<file path="src/rtl/keypad_scanner.sv">
// Column-scanning front end for a 4x4 active-low matrix keypad.
// Synchronises the rows, debounces press and release, and reports the confirmed key.
module keypad_scanner #(
  parameter int SCAN_CNT     = 1000,
  parameter int DEBOUNCE_CNT = 500000
) (
  input  logic       clk,
  input  logic       rst_n,
  input  logic [3:0] row_in,
  output logic [3:0] col_out,
  output logic [1:0] row,
  output logic [1:0] col,
  output logic       key_valid,
  output logic       key_held
);

  localparam int MAX_CNT = (SCAN_CNT > DEBOUNCE_CNT) ? SCAN_CNT : DEBOUNCE_CNT;
  localparam int CW      = $clog2(MAX_CNT);

  localparam logic [CW-1:0] SCAN_LAST = CW'(SCAN_CNT - 1);
  localparam logic [CW-1:0] DEB_LAST  = CW'(DEBOUNCE_CNT - 1);
  localparam logic [CW-1:0] CNT_ZERO  = {CW{1'b0}};
  localparam logic [CW-1:0] CNT_ONE   = CW'(1);
  localparam logic [CW-1:0] CNT_SAT   = {CW{1'b1}};

  typedef enum logic [1:0] {
    ST_SCAN     = 2'd0,
    ST_DEBOUNCE = 2'd1,
    ST_PRESSED  = 2'd2,
    ST_RELEASE  = 2'd3
  } state_e;

  function automatic logic [3:0] col_decode(input logic [1:0] idx);
    logic [3:0] drive;
    case (idx)
      2'd0:    drive = 4'b1110;
      2'd1:    drive = 4'b1101;
      2'd2:    drive = 4'b1011;
      2'd3:    drive = 4'b0111;
      default: drive = 4'b1110;
    endcase
    return drive;
  endfunction

  // Lowest low row wins when several rows are pulled down together.
  function automatic logic [1:0] first_low(input logic [3:0] pat);
    logic [1:0] idx;
    if (!pat[0]) begin
      idx = 2'd0;
    end else if (!pat[1]) begin
      idx = 2'd1;
    end else if (!pat[2]) begin
      idx = 2'd2;
    end else begin
      idx = 2'd3;
    end
    return idx;
  endfunction

  function automatic logic [CW-1:0] cnt_inc(input logic [CW-1:0] c);
    logic [CW-1:0] n;
    if (c == CNT_SAT) begin
      n = c;
    end else begin
      n = c + CNT_ONE;
    end
    return n;
  endfunction

  logic [3:0]    sync1_q, row_sync_q;
  state_e        state_q, state_d;
  logic [CW-1:0] cnt_q, cnt_d;
  logic [1:0]    col_idx_q, col_idx_d;
  logic [3:0]    pat_q, pat_d;

  logic [3:0]    col_out_q, col_out_d;
  logic [1:0]    row_q, row_d;
  logic [1:0]    col_q, col_d;
  logic          key_valid_q, key_valid_d;
  logic          key_held_q, key_held_d;

  // Two-flop synchroniser for the asynchronous row lines
  always_ff @(posedge clk or negedge rst_n) begin
    if (!rst_n) begin
      sync1_q    <= 4'hF;
      row_sync_q <= 4'hF;
    end else begin
      sync1_q    <= row_in;
      row_sync_q <= sync1_q;
    end
  end

  // FSM state, shared counter, column index and latched row pattern
  always_ff @(posedge clk or negedge rst_n) begin
    if (!rst_n) begin
      state_q   <= ST_SCAN;
      cnt_q     <= CNT_ZERO;
      col_idx_q <= 2'd0;
      pat_q     <= 4'hF;
    end else begin
      state_q   <= state_d;
      cnt_q     <= cnt_d;
      col_idx_q <= col_idx_d;
      pat_q     <= pat_d;
    end
  end

  // Next-state logic
  always_comb begin
    state_d   = state_q;
    cnt_d     = cnt_q;
    col_idx_d = col_idx_q;
    pat_d     = pat_q;
    case (state_q)
      ST_SCAN: begin
        if (cnt_q == SCAN_LAST) begin
          cnt_d = CNT_ZERO;
          if (row_sync_q == 4'hF) begin
            col_idx_d = col_idx_q + 2'd1;
          end else begin
            pat_d   = row_sync_q;
            state_d = ST_DEBOUNCE;
          end
        end else begin
          cnt_d = cnt_inc(cnt_q);
        end
      end
      ST_DEBOUNCE: begin
        if (row_sync_q != pat_q) begin
          cnt_d   = CNT_ZERO;
          state_d = ST_SCAN;
        end else if (cnt_q == DEB_LAST) begin
          cnt_d   = CNT_ZERO;
          state_d = ST_PRESSED;
        end else begin
          cnt_d = cnt_inc(cnt_q);
        end
      end
      ST_PRESSED: begin
        cnt_d   = CNT_ZERO;
        state_d = ST_RELEASE;
      end
      ST_RELEASE: begin
        // Any low row, including a different key, restarts the release window.
        if (row_sync_q != 4'hF) begin
          cnt_d = CNT_ZERO;
        end else if (cnt_q == DEB_LAST) begin
          cnt_d     = CNT_ZERO;
          col_idx_d = col_idx_q + 2'd1;
          state_d   = ST_SCAN;
        end else begin
          cnt_d = cnt_inc(cnt_q);
        end
      end
      default: begin
        cnt_d     = CNT_ZERO;
        col_idx_d = 2'd0;
        pat_d     = 4'hF;
        state_d   = ST_SCAN;
      end
    endcase
  end

  // Output decode from the upcoming state so registered outputs line up with it
  always_comb begin
    col_out_d   = col_decode(col_idx_d);
    key_valid_d = (state_d == ST_PRESSED);
    key_held_d  = (state_d == ST_PRESSED) || (state_d == ST_RELEASE);
    if (state_d == ST_PRESSED) begin
      row_d = first_low(pat_q);
      col_d = col_idx_q;
    end else begin
      row_d = row_q;
      col_d = col_q;
    end
  end

  // Output registers
  always_ff @(posedge clk or negedge rst_n) begin
    if (!rst_n) begin
      col_out_q   <= 4'b1110;
      row_q       <= 2'd0;
      col_q       <= 2'd0;
      key_valid_q <= 1'b0;
      key_held_q  <= 1'b0;
    end else begin
      col_out_q   <= col_out_d;
      row_q       <= row_d;
      col_q       <= col_d;
      key_valid_q <= key_valid_d;
      key_held_q  <= key_held_d;
    end
  end

  assign col_out   = col_out_q;
  assign row       = row_q;
  assign col       = col_q;
  assign key_valid = key_valid_q;
  assign key_held  = key_held_q;

endmodule

</file>
<file path="config.mk">
export PLATFORM = sky130hd
export DESIGN_NAME = keypad_scanner
export DESIGN_NICKNAME = d
export VERILOG_FILES = /design/src/rtl/keypad_scanner.sv
export SDC_FILE = /design/constraint.sdc
export NUM_CORES = 1
export LEC_CHECK = 0
export CAP_MARGIN = 20
export CORE_AREA = 2 2 63 65
export CTS_BUF_LIST = sky130_fd_sc_hd__clkbuf_4
export CTS_CLUSTER_SIZE = 25
export DETAILED_ROUTE_END_ITERATION = 12
export DIE_AREA = 0 0 65 67
export PLACE_DENSITY = 0.84
export SETUP_SLACK_MARGIN = 0.2
export SLEW_MARGIN = 20
export SYNTH_ARGS = -nofsm -noshare
export SYNTH_HDL_FRONTEND = slang
export SYNTH_SLANG_ARGS = --single-unit
</file>
<file path="constraint.sdc">
create_clock -name clk -period 3.6 [get_ports clk]
set_input_delay 0.72 -clock clk [delete_from_list [all_inputs] [get_ports clk]]
set_output_delay 0.72 -clock clk [all_outputs]
set_load 0.05 [all_outputs]
</file>
# Word-level counts from Yosys, hierarchy flattened
# Index checks and enable logic that the tools add are counted.
[classes]
addsub = 2
eq_ne = 14
n_mux = 22
bitwise = 1
reduce_logical = 4
[op_table]
columns = ["op", "n"]
rows = [
  ["19-bit two-way mux", 5],
  ["19-bit case mux with 4 select lines", 1],
  ["19-bit equality test, second input constant", 2],
  ["2-bit two-way mux", 12],
  ["19-bit by 1-bit adder with 19-bit output, second input constant", 1],
  ["19-bit by 10-bit equality test with 1-bit output, second input constant", 1],
  ["4-bit case mux with 4 select lines", 1],
  ["2-bit equality test, second input constant", 6],
  ["2-bit case mux with 4 select lines", 1],
  ["2-bit by 1-bit equality test with 1-bit output, second input constant", 2],
  ["4-bit equality test, second input constant", 1],
  ["2-bit logical NOT", 2],
  ["4-bit != test", 1],
  ["4-bit != test, second input constant", 1],
  ["2-bit case mux with 2 select lines", 1],
  ["3-bit AND reduction", 1],
  ["2-bit by 1-bit adder with 2-bit output, second input constant", 1],
  ["1-bit logical OR", 1],
  ["1-bit two-way mux", 1],
  ["1-bit NOT", 1],
]
[totals]
reg_bits = 45
inputBits = 6
wordCells = 54

# Depth between registers and ports, before layout
[depth]
ltp_word = 6
mapped_depth = 9
mapped_depth_nobuf = 7

# Least setup slack after synthesis
# Ideal clock, no wire load.
[synth_path]
path_kind = "reg-to-reg"
from = "register, netlist name key_held"
to = "register col_q[0], in the netlist col[0]"
setup_ns = 0.125
arrival_ns = 2.245
setup_slack_ns = 1.230
path_stages_with_launch = 8
n_path_buf = 1
synth_period_minus_slack_ns = 2.370
cell_sequence = "dfrtp_1 > inv_1 > ha_1 > clkbuf_8 > nor3_1 > o31ai_2 > a311oi_4 > mux2_4"
[synth_rtl]
columns = ["element", "line", "text"]
rows = [
  ["end signal: assignment", "189", "col_q <= col_d;"],
  ["end: declaration", "78", "logic [1:0] col_q, col_d;"],
]

# Final worst setup path
[layout_path]
from = "register cnt_q[11]"
to = "register col_out_q[3], in the netlist col_out[3]"
[layout_between]
elab_chain_len = 6
[layout_rtl]
columns = ["element", "line", "text"]
rows = [
  ["start: declaration", "72", "logic [CW-1:0] cnt_q, cnt_d;"],
  ["start signal: assignment", "102", "cnt_q <= cnt_d;"],
  ["19-bit equality test", "147", "end else if (cnt_q == DEB_LAST) begin"],
  ["2-bit two-way mux", "147", ""],
  ["2-bit two-way mux", "145", "if (row_sync_q != 4'hF) begin"],
  ["2-bit case mux with 2 select lines *", "114", "case (state_q)"],
  ["2-bit equality test (tied with other cells)", "35", "case (idx)"],
  ["4-bit case mux with 4 select lines *", "35", ""],
  ["net col_out_d[3]", "76", "logic [3:0] col_out_q, col_out_d;"],
  ["end signal: assignment", "187", "col_out_q <= col_out_d;"],
  ["end: declaration", "76", ""],
]
# Mark *: on every way through the listed nets, which the timed path passes. The rest lies on a longest branch.
# A chain may end at the register's enable or synchronous reset.

==> run_results.csv <==
group,metric,value,unit
synth,synth_ff_type,"dfrtp_1",
route,avgRoutedWirePerCell,14.8,um
grt,grt_pass1_wl,7.20,mm
power_and_ir_drop,p_clk_frac,0.374,
die,die-area,0.00436,sq mm
final_layout,nets,240,
critical_path,crit_arrival,2.81,ns
timing,min_period,2.52,ns
power_and_ir_drop,switching_share,0.213,
clock_network,cts_tree,"built",
critical_path,crit_path_max_incr_delay,0.57,ns
grt,antenna_found_initial,0,
synth,synthAdderAreaFrac,0.0275,
grt,grt-ovfl-total,0,
timing,rsz0062_at_grt,"no",
synth,synth_compound_area_frac,0.103,
die,num_io_pins,16,
clock_network,clk_pin_slew_worst_paths,0.13,ns
critical_path,critPathLaunchType,"register",
final_layout,area_growth,10.3,%
timing,report.final.hold_viol_count,0,
synth,synth_top_family_by_area,"simple AND/OR/NAND/NOR gates",
route,dr.pass1.iters,4,
clock_network,root_buffer,"clkbuf_4",
synth,syn_inst,215,
synth,ys_ff_latch,44,
die,rows,22,
clock_network,ctsHoldBuffers,0,
route,wirelength,4.13,mm
clock_network,clock_sinks,44,
timing,skew,0.00762,ns
final_layout,diodes,0,
placed_design,finalWeightedCongestion,0.865,
placed_design,portBuffers,15,
synth,synthMuxAreaShare,0.0352,
synth,synth_area,0.00228,sq mm
timing,setup_viol,0,
synth,yosysSeqAreaShare,0.492,
route,drt_iter0_drc,115,
job,max_cap_violations,0,
clock_network,cts-buffers-inserted,5,
final_layout,fillers,272,
synth,synthesis.nets,226,
critical_path,cp_cell_sequence,"or4_4 > nor2_1 > nand4_2 > a211oi_2 > nand2_1 > o22a_1",
synth,yosys_warnings,0,
timing,relSlewSlack,0.399,
power_and_ir_drop,comb_power_share,0.020,
clock_network,cts_max_path_buffers,2,
critical_path,worstPathMaxFanout,9,
synth,synth_area_per_cell,10.6,sq um
synth,ys_types,48,
synth,synthXorXnorAreaFrac,0.0693,
worst_hold_path,hold_class,"register to register",
power_and_ir_drop,power,0.000835,W
power_and_ir_drop,seqPwrFrac,0.606,
die,coreArea,0.00361,sq mm
route,drtAntennaViolNets,0,
power_and_ir_drop,p_leak,1.00,nW
clock_network,post-cts-setup-buffers,0,
critical_path,cp-end-kind,"register",
final_layout,drive_above_1_share,0.174,
synth,synthArstFlopShare,1.00,
timing,finalCritPeriodShare,0.699,
critical_path,required,3.89,ns
route,viasPerCell,5.75,
status,outcome,"finished, final reports clean",
timing,clock.fmax,397,MHz
clock_network,clk_latency,0.36,ns
power_and_ir_drop,irDropWorstVdd,0.331,mV
power_and_ir_drop,internal_power,0.000657,W
die,floorplan.die.width,65,um
grt,grtUsageTotal,0.224,
die,die_h,67,um
timing,slew_violations,0,
critical_path,cp_slowest_cell,"or4_4",
die,start_util,0.631,
power_and_ir_drop,power.density,333,mW/mm^2
clock_network,htree_levels,2,
timing,worstMarginPinSlew,0.901,ns
route,vias,1599,
clock_network,cts-resized-gates,0,
grt,grt_max_degree,45,
placed_design,place_hpwl,2.86,mm
grt,first_global_vias,1533,
power_and_ir_drop,p_switching,0.000178,W
synth,synthSimpleGateAreaFrac,0.235,
critical_path,crit_type,"register to register",
route,route.detailed.drc,0,
timing,finalSetupTns,0,ns
synth,synth-edff-count,0,
==> cell usage in the layout, fill, tap and decap left out, types with 3 or more instances in the layout <==
cell	synthesis	final
nor2_1	30	30
dfrtp_1	29	29
nand2_1	16	16
dfstp_2	15	15
clkdlybuf4s50_1	0	14
nand3_1	13	13
xnor2_1	11	11
nand4_1	9	9
nor3_1	9	9
inv_1	8	8
xor2_1	7	7
a21oi_1	5	5
mux2i_1	5	5
o22a_1	5	5
ha_1	5	5
clkbuf_4	0	5
o21ai_0	3	3
==> critical path, delay by kind of cell, from the launching register on <==
kind            cells  cell delay [ns]
compound gates      2             0.75
flops               1             0.44
simple gates        4             1.27
==> cell families after synthesis <==
kind of cell	count (synthesis)
compound gates	27
xor+xnor	18
fa+ha+maj	5
buf+inv	16
flops	44
mux	7
simple gates	98
==> area by class of cell <==
cell class | instances | area, sq um | area share
clock buffers | 5 | 37.5 | 0.0149
clock inverters | 3 | 47.5 | 0.0189
inverters | 8 | 30.0 | 0.0120
multi-input cells | 155 | 1070 | 0.427
flip-flops and latches | 44 | 1120 | 0.446
well taps | 48 | 60.1 | 0.0239
repair buffers | 15 | 145 | 0.0578
==> path summary, 6_finish.rpt <==
path,slack (ns),startpoint,depth (start not counted),end
min,0.36,sync1_q[3],0,row_sync_q[3]
max,1.08,cnt_q[11],6,col_out[3]
min reg2reg,0.36,sync1_q[3],0,row_sync_q[3]
min in group asynchronous,0.47,rst_n,1,cnt_q[5]
max in group asynchronous,2.56,rst_n,1,cnt_q[10]
max reg2reg,1.08,cnt_q[11],6,col_out[3]
==> power by group through the flow <==
stage / sequential, W / clock [W] / combinational (W)
after detailed placement: 0.000515 / 0 / 0.0000181
after global placement: 0.000515 / 0 / 0.0000177
final: 0.000506 / 0.000312 / 0.0000169
after CTS: 0.000506 / 0.000322 / 0.0000179
after floorplan: 0.000514 / 0 / 0.00000332
after global routing: 0.000507 / 0.000345 / 0.0000199
==> Yosys cell counts, drive strengths merged (2+ instances only) <==
| master | number | share of area |
|---|---|---|
| a211oi | 3 | 0.014 |
| a21o | 2 | 0.0066 |
| a21oi | 5 | 0.011 |
| a31oi | 2 | 0.0055 |
| and2 | 3 | 0.0088 |
| and3 | 2 | 0.0061 |
| and3b | 2 | 0.0077 |
| buf | 3 | 0.0071 |
| clkbuf | 5 | 0.017 |
| dfrtp | 29 | 0.32 |
| dfstp | 15 | 0.17 |
| ha | 5 | 0.027 |
| inv | 8 | 0.013 |
| mux2 | 2 | 0.013 |
| mux2i | 5 | 0.022 |
| nand2 | 16 | 0.026 |
| nand3 | 13 | 0.029 |
| nand4 | 10 | 0.030 |
| nand4b | 2 | 0.0077 |
| nor2 | 30 | 0.049 |
| nor3 | 9 | 0.020 |
| nor4 | 5 | 0.030 |
| o21ai | 3 | 0.0066 |
| o22a | 5 | 0.019 |
| xnor2 | 11 | 0.042 |
| xor2 | 7 | 0.027 |
==> metrics by stage <==
stage / cells / worst slack, ns / hold WS [ns] / cell area [sq um] / utilization
2_1_floorplan: 215 / 1.23 / 0.345 / 2280 / -
3_3_place_gp: 270 / 1.20 / 0.345 / 2430 / 0.673
3_5_place_dp: 270 / 1.10 / 0.347 / 2430 / 0.673
4_1_cts: 278 / 1.08 / 0.367 / 2510 / 0.696
5_1_grt: 278 / 0.920 / 0.374 / 2510 / 0.696
6_report: 278 / 1.08 / 0.364 / 2510 / 0.696
==> routing by layer <==
metal  track usage  part of all wire  vias up
li1              -                 -      790
met1         0.273              0.43      773
met2         0.385              0.52       30
met3        0.0557             0.032        6
met4        0.0798             0.014        0
met5             0                 0        -
==> flip-flops by register name (all words and copies together), names as in the netlist <==
signal,flops
key_valid,1
col_out,4
pat_q,4
cnt_q,19
sync1_q,4
col_idx_q,2
state_q,1
key_held,1
row,2
row_sync_q,4
col,2
Power figures use the tool's default switching activity.
